--- config.mk ---
export PLATFORM = sky130hd
export DESIGN_NAME = weight_loader_flat
export DESIGN_NICKNAME = d
export VERILOG_FILES = /design/src/rtl/weight_storage_pkg.sv /design/src/rtl/weight_loader_if.sv /design/src/rtl/weight_loader_row_assembler.sv /design/src/rtl/weight_loader.sv /design/src/flat_wrapper.sv
export SDC_FILE = /design/constraint.sdc
export NUM_CORES = 1
export LEC_CHECK = 0
export ABC_CLOCK_PERIOD_IN_PS = 4800
export CAP_MARGIN = 20
export CORE_UTILIZATION = 55
export CTS_CLUSTER_DIAMETER = 200
export DETAILED_ROUTE_END_ITERATION = 8
export DONT_BUFFER_PORTS = 1
export GPL_TIMING_DRIVEN = 1
export MAX_ROUTING_LAYER = met4
export PLACE_DENSITY = 0.78
export SETUP_SLACK_MARGIN = 0.1
export SLEW_MARGIN = 25
export SYNTH_ARGS = -nofsm -noshare
export SYNTH_HDL_FRONTEND = slang
export SYNTH_SLANG_ARGS = --single-unit
--- constraint.sdc ---
create_clock -name clk -period 4.8 [get_ports clk]
set_input_delay 0.48 -clock clk [delete_from_list [all_inputs] [get_ports clk]]
set_output_delay 0.48 -clock clk [all_outputs]
set_load 0.02 [all_outputs]
--- src/rtl/weight_storage_pkg.sv ---
// Shared types and constants for weight_storage and its write-side loader.
package weight_storage_pkg;

  localparam int INDEX_WIDTH = 32;

  typedef enum logic [1:0] {
    IDLE,
    COLLECT,
    WRITE,
    DONE
  } loader_state_t;

endpackage

--- src/rtl/weight_loader_if.sv ---
// Element stream in, storage write port out. The slave modport is the loader's view.
interface weight_loader_if
  import weight_storage_pkg::*;
#(
  parameter int DATA_SIZE = 16,
  parameter int SIZE      = 3
);
  logic                      in_valid;
  logic [DATA_SIZE-1:0]      in_data;
  logic                      in_ready;
  logic [INDEX_WIDTH-1:0]    write_layer_index;
  logic [INDEX_WIDTH-1:0]    write_row_index;
  logic                      is_write;
  logic [DATA_SIZE*SIZE-1:0] write_data;

  modport master (
    output in_valid, in_data,
    input  in_ready, write_layer_index, write_row_index, is_write, write_data
  );

  modport slave (
    input  in_valid, in_data,
    output in_ready, write_layer_index, write_row_index, is_write, write_data
  );
endinterface

--- src/rtl/weight_loader_row_assembler.sv ---
// Packs SIZE elements MSB-first into one row word; row is the packed value
// including the element being pushed this cycle, so the caller can latch it on the full edge.
module row_assembler #(
  parameter int DATA_SIZE = 16,
  parameter int SIZE      = 3
) (
  input  logic                      clk,
  input  logic                      rst_n,
  input  logic                      clear,
  input  logic                      push,
  input  logic [DATA_SIZE-1:0]      elem,
  output logic                      row_full,
  output logic [DATA_SIZE*SIZE-1:0] row
);
  localparam int CW = (SIZE > 1) ? $clog2(SIZE) : 1;

  logic [CW-1:0]                   cnt;
  logic [CW-1:0]                   slot;
  logic [SIZE-1:0][DATA_SIZE-1:0]  slots, slots_d;

  // First element lands in the top slice, later ones walk downward.
  assign slot     = CW'(SIZE-1) - cnt;
  assign row_full = push && (cnt == CW'(SIZE-1));
  assign row      = slots_d;

  always_comb begin
    slots_d = slots;
    if (push) slots_d[slot] = elem;
  end

  always_ff @(posedge clk or negedge rst_n) begin
    if (!rst_n) begin
      cnt   <= '0;
      slots <= '0;
    end else if (clear) begin
      cnt   <= '0;
    end else if (push) begin
      slots <= slots_d;
      cnt   <= row_full ? '0 : cnt + CW'(1);
    end
  end
endmodule

--- src/rtl/weight_loader.sv ---
// Streams LAYER_SIZE x SIZE rows of SIZE elements into weight_storage, one write per row.
// Optional WEIGHT_LOADER_CHECKSUM_EN builds a running element sum on checksum.
module weight_loader
  import weight_storage_pkg::*;
#(
  parameter int DATA_SIZE  = 16,
  parameter int SIZE       = 3,
  parameter int LAYER_SIZE = 5
) (
  input  logic            clk,
  input  logic            rst_n,
  input  logic            start,
  weight_loader_if.slave  bus,
  output logic            busy,
  output logic            done,
  output logic [31:0]     checksum
);
  loader_state_t             state;
  logic [INDEX_WIDTH-1:0]    layer, row;
  logic [INDEX_WIDTH-1:0]    wr_layer, wr_row;
  logic [DATA_SIZE*SIZE-1:0] wr_data;
  logic                      push, clear, row_full;
  logic [DATA_SIZE*SIZE-1:0] asm_row;

  assign bus.in_ready          = (state == COLLECT);
  assign bus.is_write          = (state == WRITE);
  assign bus.write_layer_index = wr_layer;
  assign bus.write_row_index   = wr_row;
  assign bus.write_data        = wr_data;
  assign busy                  = (state != IDLE);
  assign done                  = (state == DONE);

  assign push  = bus.in_valid && (state == COLLECT);
  assign clear = (state == IDLE) && start;

  row_assembler #(.DATA_SIZE(DATA_SIZE), .SIZE(SIZE)) u_asm (
    .clk      (clk),
    .rst_n    (rst_n),
    .clear    (clear),
    .push     (push),
    .elem     (bus.in_data),
    .row_full (row_full),
    .row      (asm_row)
  );

  always_ff @(posedge clk or negedge rst_n) begin
    if (!rst_n) begin
      state    <= IDLE;
      layer    <= '0;
      row      <= '0;
      wr_layer <= '0;
      wr_row   <= '0;
      wr_data  <= '0;
    end else begin
      case (state)
        IDLE: if (start) begin
          layer <= '0;
          row   <= '0;
          state <= COLLECT;
        end
        // Write-port registers load on the edge that completes the row and hold afterwards.
        COLLECT: if (row_full) begin
          wr_data  <= asm_row;
          wr_layer <= layer;
          wr_row   <= row;
          state    <= WRITE;
        end
        WRITE: begin
          if (row == INDEX_WIDTH'(SIZE-1) && layer == INDEX_WIDTH'(LAYER_SIZE-1)) begin
            state <= DONE;
          end else begin
            if (row == INDEX_WIDTH'(SIZE-1)) begin
              row   <= '0;
              layer <= layer + INDEX_WIDTH'(1);
            end else begin
              row   <= row + INDEX_WIDTH'(1);
            end
            state <= COLLECT;
          end
        end
        DONE:    state <= IDLE;
        default: state <= IDLE;
      endcase
    end
  end

`ifdef WEIGHT_LOADER_CHECKSUM_EN
  logic [31:0] sum;

  always_ff @(posedge clk or negedge rst_n) begin
    if (!rst_n)     sum <= '0;
    else if (clear) sum <= '0;
    else if (push)  sum <= sum + 32'(bus.in_data);
  end

  assign checksum = sum;
`else
  assign checksum = '0;
`endif
endmodule
--- src/flat_wrapper.sv ---
// flat-port wrapper written by rule: the top's interface ports become plain ports
module weight_loader_flat import weight_storage_pkg::*;
#(
  parameter int DATA_SIZE  = 16,
  parameter int SIZE       = 3,
  parameter int LAYER_SIZE = 5
)
  (clk, rst_n, start, busy, done, checksum, bus_in_valid, bus_in_data, bus_in_ready, bus_write_layer_index, bus_write_row_index, bus_is_write, bus_write_data);
  weight_loader_if #(.DATA_SIZE(DATA_SIZE), .SIZE(SIZE)) bus_i ();
  input  logic clk;
  input  logic rst_n;
  input  logic start;
  output logic busy;
  output logic done;
  output logic [31:0] checksum;
  input wire logic [$bits(bus_i.in_valid)-1:0] bus_in_valid;
  input wire logic [$bits(bus_i.in_data)-1:0] bus_in_data;
  output wire logic [$bits(bus_i.in_ready)-1:0] bus_in_ready;
  output wire logic [$bits(bus_i.write_layer_index)-1:0] bus_write_layer_index;
  output wire logic [$bits(bus_i.write_row_index)-1:0] bus_write_row_index;
  output wire logic [$bits(bus_i.is_write)-1:0] bus_is_write;
  output wire logic [$bits(bus_i.write_data)-1:0] bus_write_data;
  assign bus_i.in_valid = bus_in_valid;
  assign bus_i.in_data = bus_in_data;
  assign bus_in_ready = bus_i.in_ready;
  assign bus_write_layer_index = bus_i.write_layer_index;
  assign bus_write_row_index = bus_i.write_row_index;
  assign bus_is_write = bus_i.is_write;
  assign bus_write_data = bus_i.write_data;
  weight_loader #(.DATA_SIZE(DATA_SIZE), .SIZE(SIZE), .LAYER_SIZE(LAYER_SIZE)) u_core (.clk(clk), .rst_n(rst_n), .start(start), .bus(bus_i), .busy(busy), .done(done), .checksum(checksum));
endmodule
==> results of run 1 <==
-- area by class of cell --
type	count	area share [%]
Clock buffer	32	6.18
Timing Repair Buffer	5	0.370
Sequential cell	212	52.3
Clock inverter	2	0.160
Inverter	11	0.407
Tap cell	220	2.72
Multi-Input combinational cell	735	37.8
-- state kept, by name, summed over array words and instances (netlist names) --
| register | flops |
|---|---|
| u_core.bus.write_data | 48 |
| u_core.bus.write_layer_index | 32 |
| u_core.bus.write_row_index | 32 |
| u_core.layer | 32 |
| u_core.row | 32 |
| u_core.u_asm.slots | 32 |
| u_core.state | 2 |
| u_core.u_asm.cnt | 2 |
-- metal layers --
layer  track usage [%]  vias up
met4              6.49        0
met5                 -        -
met1              32.1     3377
met3              6.61       37
li1                  -     3335
met2              35.4      251
-- placed cells by master (no fill, tap or decap), types with 5 or more instances in the layout --
cell / count
and3_1: 18
inv_1: 11
clkbuf_1: 5
clkbuf_8: 6
a21oi_1: 28
nor2_1: 43
clkbuf_16: 21
o21ai_1: 9
nor4_1: 14
o21ai_0: 90
nand4_1: 22
dfrtp_1: 212
o31ai_1: 6
nor3_1: 9
a31oi_1: 25
mux2_2: 48
conb_1: 32
nand2_1: 312
nand3_1: 27
buf_4: 5
-- critical path: stages, from the launching register on --
cell and delay [ps]:
dfrtp_1 420, inv_1 90, ha_1 140, nor4b_1 230, nand4_1 270, or2_4 380, nor3_4 820, nand4_1 180
o21ai_0 220
-- worst paths after layout --
| kind | start | endpoint | slack (ps) |
|---|---|---|---|
| worst max-delay path | u_core.row[0] | u_core.layer[8] | 1930 |
| worst min-delay path | rst_n | u_core.bus.write_data[24] | -310 |
| worst max register to register | u_core.row[0] | u_core.layer[8] | 1930 |
| worst min register to register | u_core.u_asm.slots[38] | u_core.u_asm.slots[38] | 490 |
| max in group asynchronous | rst_n | u_core.bus.write_data[45] | 4620 |
| min in group clk | bus_in_data[15] | u_core.bus.write_data[15] | 80 |
-- where the power goes --
| group | switching [mW] | internal, mW | total, mW |
|---|---|---|---|
| Clock | 0.652 | 0.894 | 1.55 |
| Combinational | 0.579 | 0.433 | 1.01 |
| Sequential | 0.826 | 2.33 | 3.15 |
-- logic make-up after synthesis --
family,synth area share [%]
xor gates and xnor gates,0.0913
and+or+nand+nor,21.9
AOI/OAI and AO/OA,10.3
adders and majority gates,0.522
buffers and inverters,6.13
DFF,55.3
other,0.0391
muxes,5.74
==> impl_metrics.tcl, run 1 <==
set metrics [dict create \
    outcome "complete, but fails checks" \
    violations "negative hold slack" \
    worst_pin_slew_ps 1010 \
    clk_latency_ps 500 \
    clk_pin_slew_ps 60 \
    die_y_um 134 \
    cts_tree "done" \
    cap_violations 0 \
    syn_inst 1018 \
    nFillCells 1454 \
    place.port_buffers 0 \
    io_pins 168 \
    hold_slack_ps -315 \
    setup_violations 0 \
    stdcell_area_sq_um 10100 \
    hp-class "in2async" \
    fin_cells 1217 \
    fin_crit_ps 2870 \
    max_clock_freq_mhz 349 \
    yosys_warnings 0 \
    synth_largest_area_cell "dfrtp_1" \
    crit_arrival_ps 3260 \
    num_rows 47 \
    dieArea_sq_um 18000 \
    wl_met2_um 9200 \
    die_w_um 134 \
    multiInputGateArea_sq_um 3830 \
    cts_setup_buffers 0 \
    worstPathRequired_ps 5200 \
    p_per_area_nw_per_um2 564 \
    wl_met1_um 9140 \
    ys_seq_area_share_pct 55.3 \
    syn_area_sq_um 9590 \
    vias 7000 \
    endpoint_kind "register" \
    relSlewSlack_pct 32.1 \
    grt_pass1_wl_um 33800 \
    yosysMostFrequentCell "nand2_1" \
    rr_worst_depth 8 \
    grt_pass1_vias 6701 \
    finalHoldViolations 212 \
    cts_buffers 21 \
    grt_overflow 0 \
    irDropWorstVdd_uv 437 \
    wirelength_um 20600 \
    drv_slew 0 \
    synth-main-ff-cell "dfrtp_1" \
    synth_top_area_share_pct 55.3 \
    first_pass_iters 5 \
    yosys-top-cells-count "312 x nand2_1, 212 x dfrtp_1, 90 x o21ai_0" \
    design.core.area_sq_um 16800 \
    path_class "reg2reg" \
    cts-root-buf "clkbuf_16" \
    wl_per_cell_um 16.9 \
    critPathLaunchType "register" \
    layout-drive-gt1-share_pct 9.83 \
    fin_tns_setup_ps 0 \
    power_mw 5.71 \
    ys_top_cells_by_area "dfrtp_1 55%, nand2_1 12%, mux2_2 5.6%, o21ai_0 4.7%, buf_4 2.7%" \
    grt_setup_unrepaired "false" \
    track_usage_pct 23.8 \
    fin_crit_sh_pct 59.7 \
    setup_ws_ps 1930 \
    cts-resized-gates 0 \
    synth-edff-count 0 \
    grt_max_degree 213 \
    diodes 0 \
    routed.top_layer "met4" \
    post-dp-hpwl_um 13100 \
    synthToLayoutAreaGrowth_pct 5.66 \
    ys_seq_elements 212 \
    place_inst 1183 \
    initial_core_util_pct 57.0 \
    drc_errors 0 \
    synth.distinct_cells 51 \
    wl_met3_um 1810 \
    fin_nets 1010 \
    initialDrtViolationCount 670 \
    cts_buffer_depth 3 \
    avgSynthCellArea_sq_um 9.42 \
    fin_util_pct 60.3 \
    antenna_left 0 \
    vias_per_cell 5.75 \
    globalplace.congestion 0.870 \
    dpl-instance-area_sq_um 9490 \
    skew_ps 17.1 \
    cts.htree.levels 1 \
    cts_sinks 212 \
    async_flop_share_pct 100 \
    p_leak_nw 4.85 \
    antenna_found_initial 0 \
    place_ws_ps 1970 \
    seq_area_sq_um 5310 \
    crit_fanout 25 \
]
No activity file was read; power rests on OpenSTA's default activity.
==> inputs of run 2 (changes only) <==
ABC_CLOCK_PERIOD_IN_PS = 2400   (was 4800)
PLACE_DENSITY = 0.81   (was 0.78)
clock period = 2.4 ns   (was 4.8 ns; I/O delays follow)
==> impl_metrics.tcl, run 2 (synthesis gave the netlist of run 1 again) <==
set metrics [dict create \
    dieArea_sq_um 18000 \
    globalplace.congestion 0.864 \
    wl_per_cell_um 18.0 \
    dpl-instance-area_sq_um 9940 \
    cts_tree "done" \
    setup_violations 2 \
    cap_violations 0 \
    layout-drive-gt1-share_pct 17.7 \
    largest_reg_flops 48 \
    place.port_buffers 0 \
    max_stage_delay_ps 470 \
    place_inst 1232 \
    crit_family "simple AND/OR/NAND/NOR gates" \
    setup_ws_ps -40.3 \
    mostFrequentLayoutCell "nand2_1" \
    fin_nets 1085 \
    hp-class "in2async" \
    finalHoldViolations 212 \
    hold_slack_ps -568 \
    worst_pin_slew_ps 538 \
    worstPathRequired_ps 2780 \
    cts-root-buf "clkbuf_16" \
    fin_crit_sh_pct 102 \
    max_clock_freq_mhz 410 \
    crit_slowest_cell "dfrtp_1" \
    layout_common_cells "312 x nand2_1, 212 x dfrtp_1, 60 x o21ai_1" \
    drc_errors 0 \
    worstReg2RegStart "u_core.row[11]" \
    grt_pass1_wl_um 36700 \
    cts_buffer_depth 3 \
    vias_per_cell 5.82 \
    grt_pass1_vias 7307 \
    endpoint_kind "register" \
    skew_ps 11.1 \
    cts_buffers 22 \
    grt_overflow 0 \
    initial_core_util_pct 57.0 \
    grt_setup_unrepaired "true" \
    crit_arrival_ps 2820 \
    clk_latency_ps 500 \
    antenna_left 0 \
    io_pins 168 \
    post-dp-hpwl_um 14000 \
    fin_crit_ps 2440 \
    track_usage_pct 25.9 \
    antenna_found_initial 0 \
    fin_cells 1297 \
    vias 7551 \
    irDropWorstVdd_uv 837 \
    worstPathCellList "nor4_1 > nand4_1 > buf_4 > o21ai_4 > o211ai_4 > buf_12 > buf_12 > o21ai_1 > o31ai_1" \
    p_leak_nw 5.38 \
    diodes 0 \
    startpoint "u_core.row[11]" \
    crit_top_cell "buf_12" \
    wirelength_um 23400 \
    relSlewSlack_pct 64.2 \
    critPathLaunchType "register" \
    design.core.area_sq_um 16800 \
    crit_fanout 11 \
    outcome "complete, but fails checks" \
    num_rows 47 \
    first_pass_iters 6 \
    violations "negative hold slack, negative setup slack" \
    cp_num_buf_inv 3 \
    cts.htree.levels 1 \
    path_class "reg2reg" \
    drv_slew 0 \
    initialDrtViolationCount 571 \
    p_per_area_nw_per_um2 1110 \
    die_w_um 134 \
    cts_sinks 212 \
    grt_max_degree 213 \
    clk_pin_slew_ps 60 \
    die_y_um 134 \
    power_mw 12.4 \
    ctsHoldBuffers 16 \
    stdcell_area_sq_um 11200 \
    synthToLayoutAreaGrowth_pct 16.4 \
]
## run 2: cell types whose count changed in the layout (fill, tap and decap cells not counted), sizes merged
| cell | delta |
|---|---|
| clkinv | +8 |
| dlygate4sd3 | +16 |
| clkbuf | -1 |
| bufinv | +3 |
| inv | -1 |
| buf | +53 |
| clkinvlp | +2 |
## run 2: stage by stage
step	worst slack, ps	TNS [ps]	utilization [%]	hold WS [ps]
global route	-141	-1730	66.4	-581
finish	-40.3	-57.3	66.4	-568
CTS	54.5	0	64.7	-580
floorplan	248	0	-	-55.6
detailed placement	-85.0	-1190	59.1	-51.5
global placement	-52.5	-556	59.1	-49.5
## run 2: power breakdown
part | leakage [nW] | switching, mW | total (mW) | internal [mW]
Sequential | 2.79 | 1.66 | 6.31 | 4.66
Combinational | 2.23 | 1.41 | 2.58 | 1.17
Clock | 0.362 | 1.44 | 3.52 | 2.09
Total | 5.38 | 4.50 | 12.4 | 7.92
## run 2: worst paths after layout
path,end,slack [ps],cells past startpoint
min,u_core.bus.write_data[23],-570,0
max,u_core.layer[30],-40,9
min in group clk,u_core.u_asm.cnt[0],20,2
min reg2reg,u_core.u_asm.slots[41],490,1
max reg2reg,u_core.layer[30],-40,9
max in group asynchronous,u_core.bus.write_layer_index[17],2490,0
## run 2: area by class of cell
type / instances / area (sq um)
clock buffers: 26 / 587
clock inverters: 14 / 164
fillers: 1271 / 5650
inverters: 11 / 41.3
multi-input cells: 735 / 3970
flip-flops and latches: 212 / 5310
well taps: 220 / 275
repair buffers: 79 / 825
## run 2: metal layers
| metal | track usage, % | routed length, um |
|---|---|---|
| met5 | - | 0 |
| met3 | 7.11 | 2250 |
| met1 | 33.2 | 9600 |
| met2 | 40.9 | 10900 |
| met4 | 6.49 | 623 |
## run 2: timing repair
action                                  4_1_cts  5_1_grt
pin swaps                                     2       22
buffers inserted                              0        4
endpoints found under the setup margin       50       58
cloned                                        0        5
endpoints found under the hold margin       267      212
resized for setup                             6       96
## run 2: worst register-to-register path, cell delays in order, from the launching register on
cell	delay, ps
dfrtp_1	470
nor4_1	470
nand4_1	270
buf_4	220
o21ai_4	190
o211ai_4	110
buf_12	170
buf_12	140
o21ai_1	170
o31ai_1	100
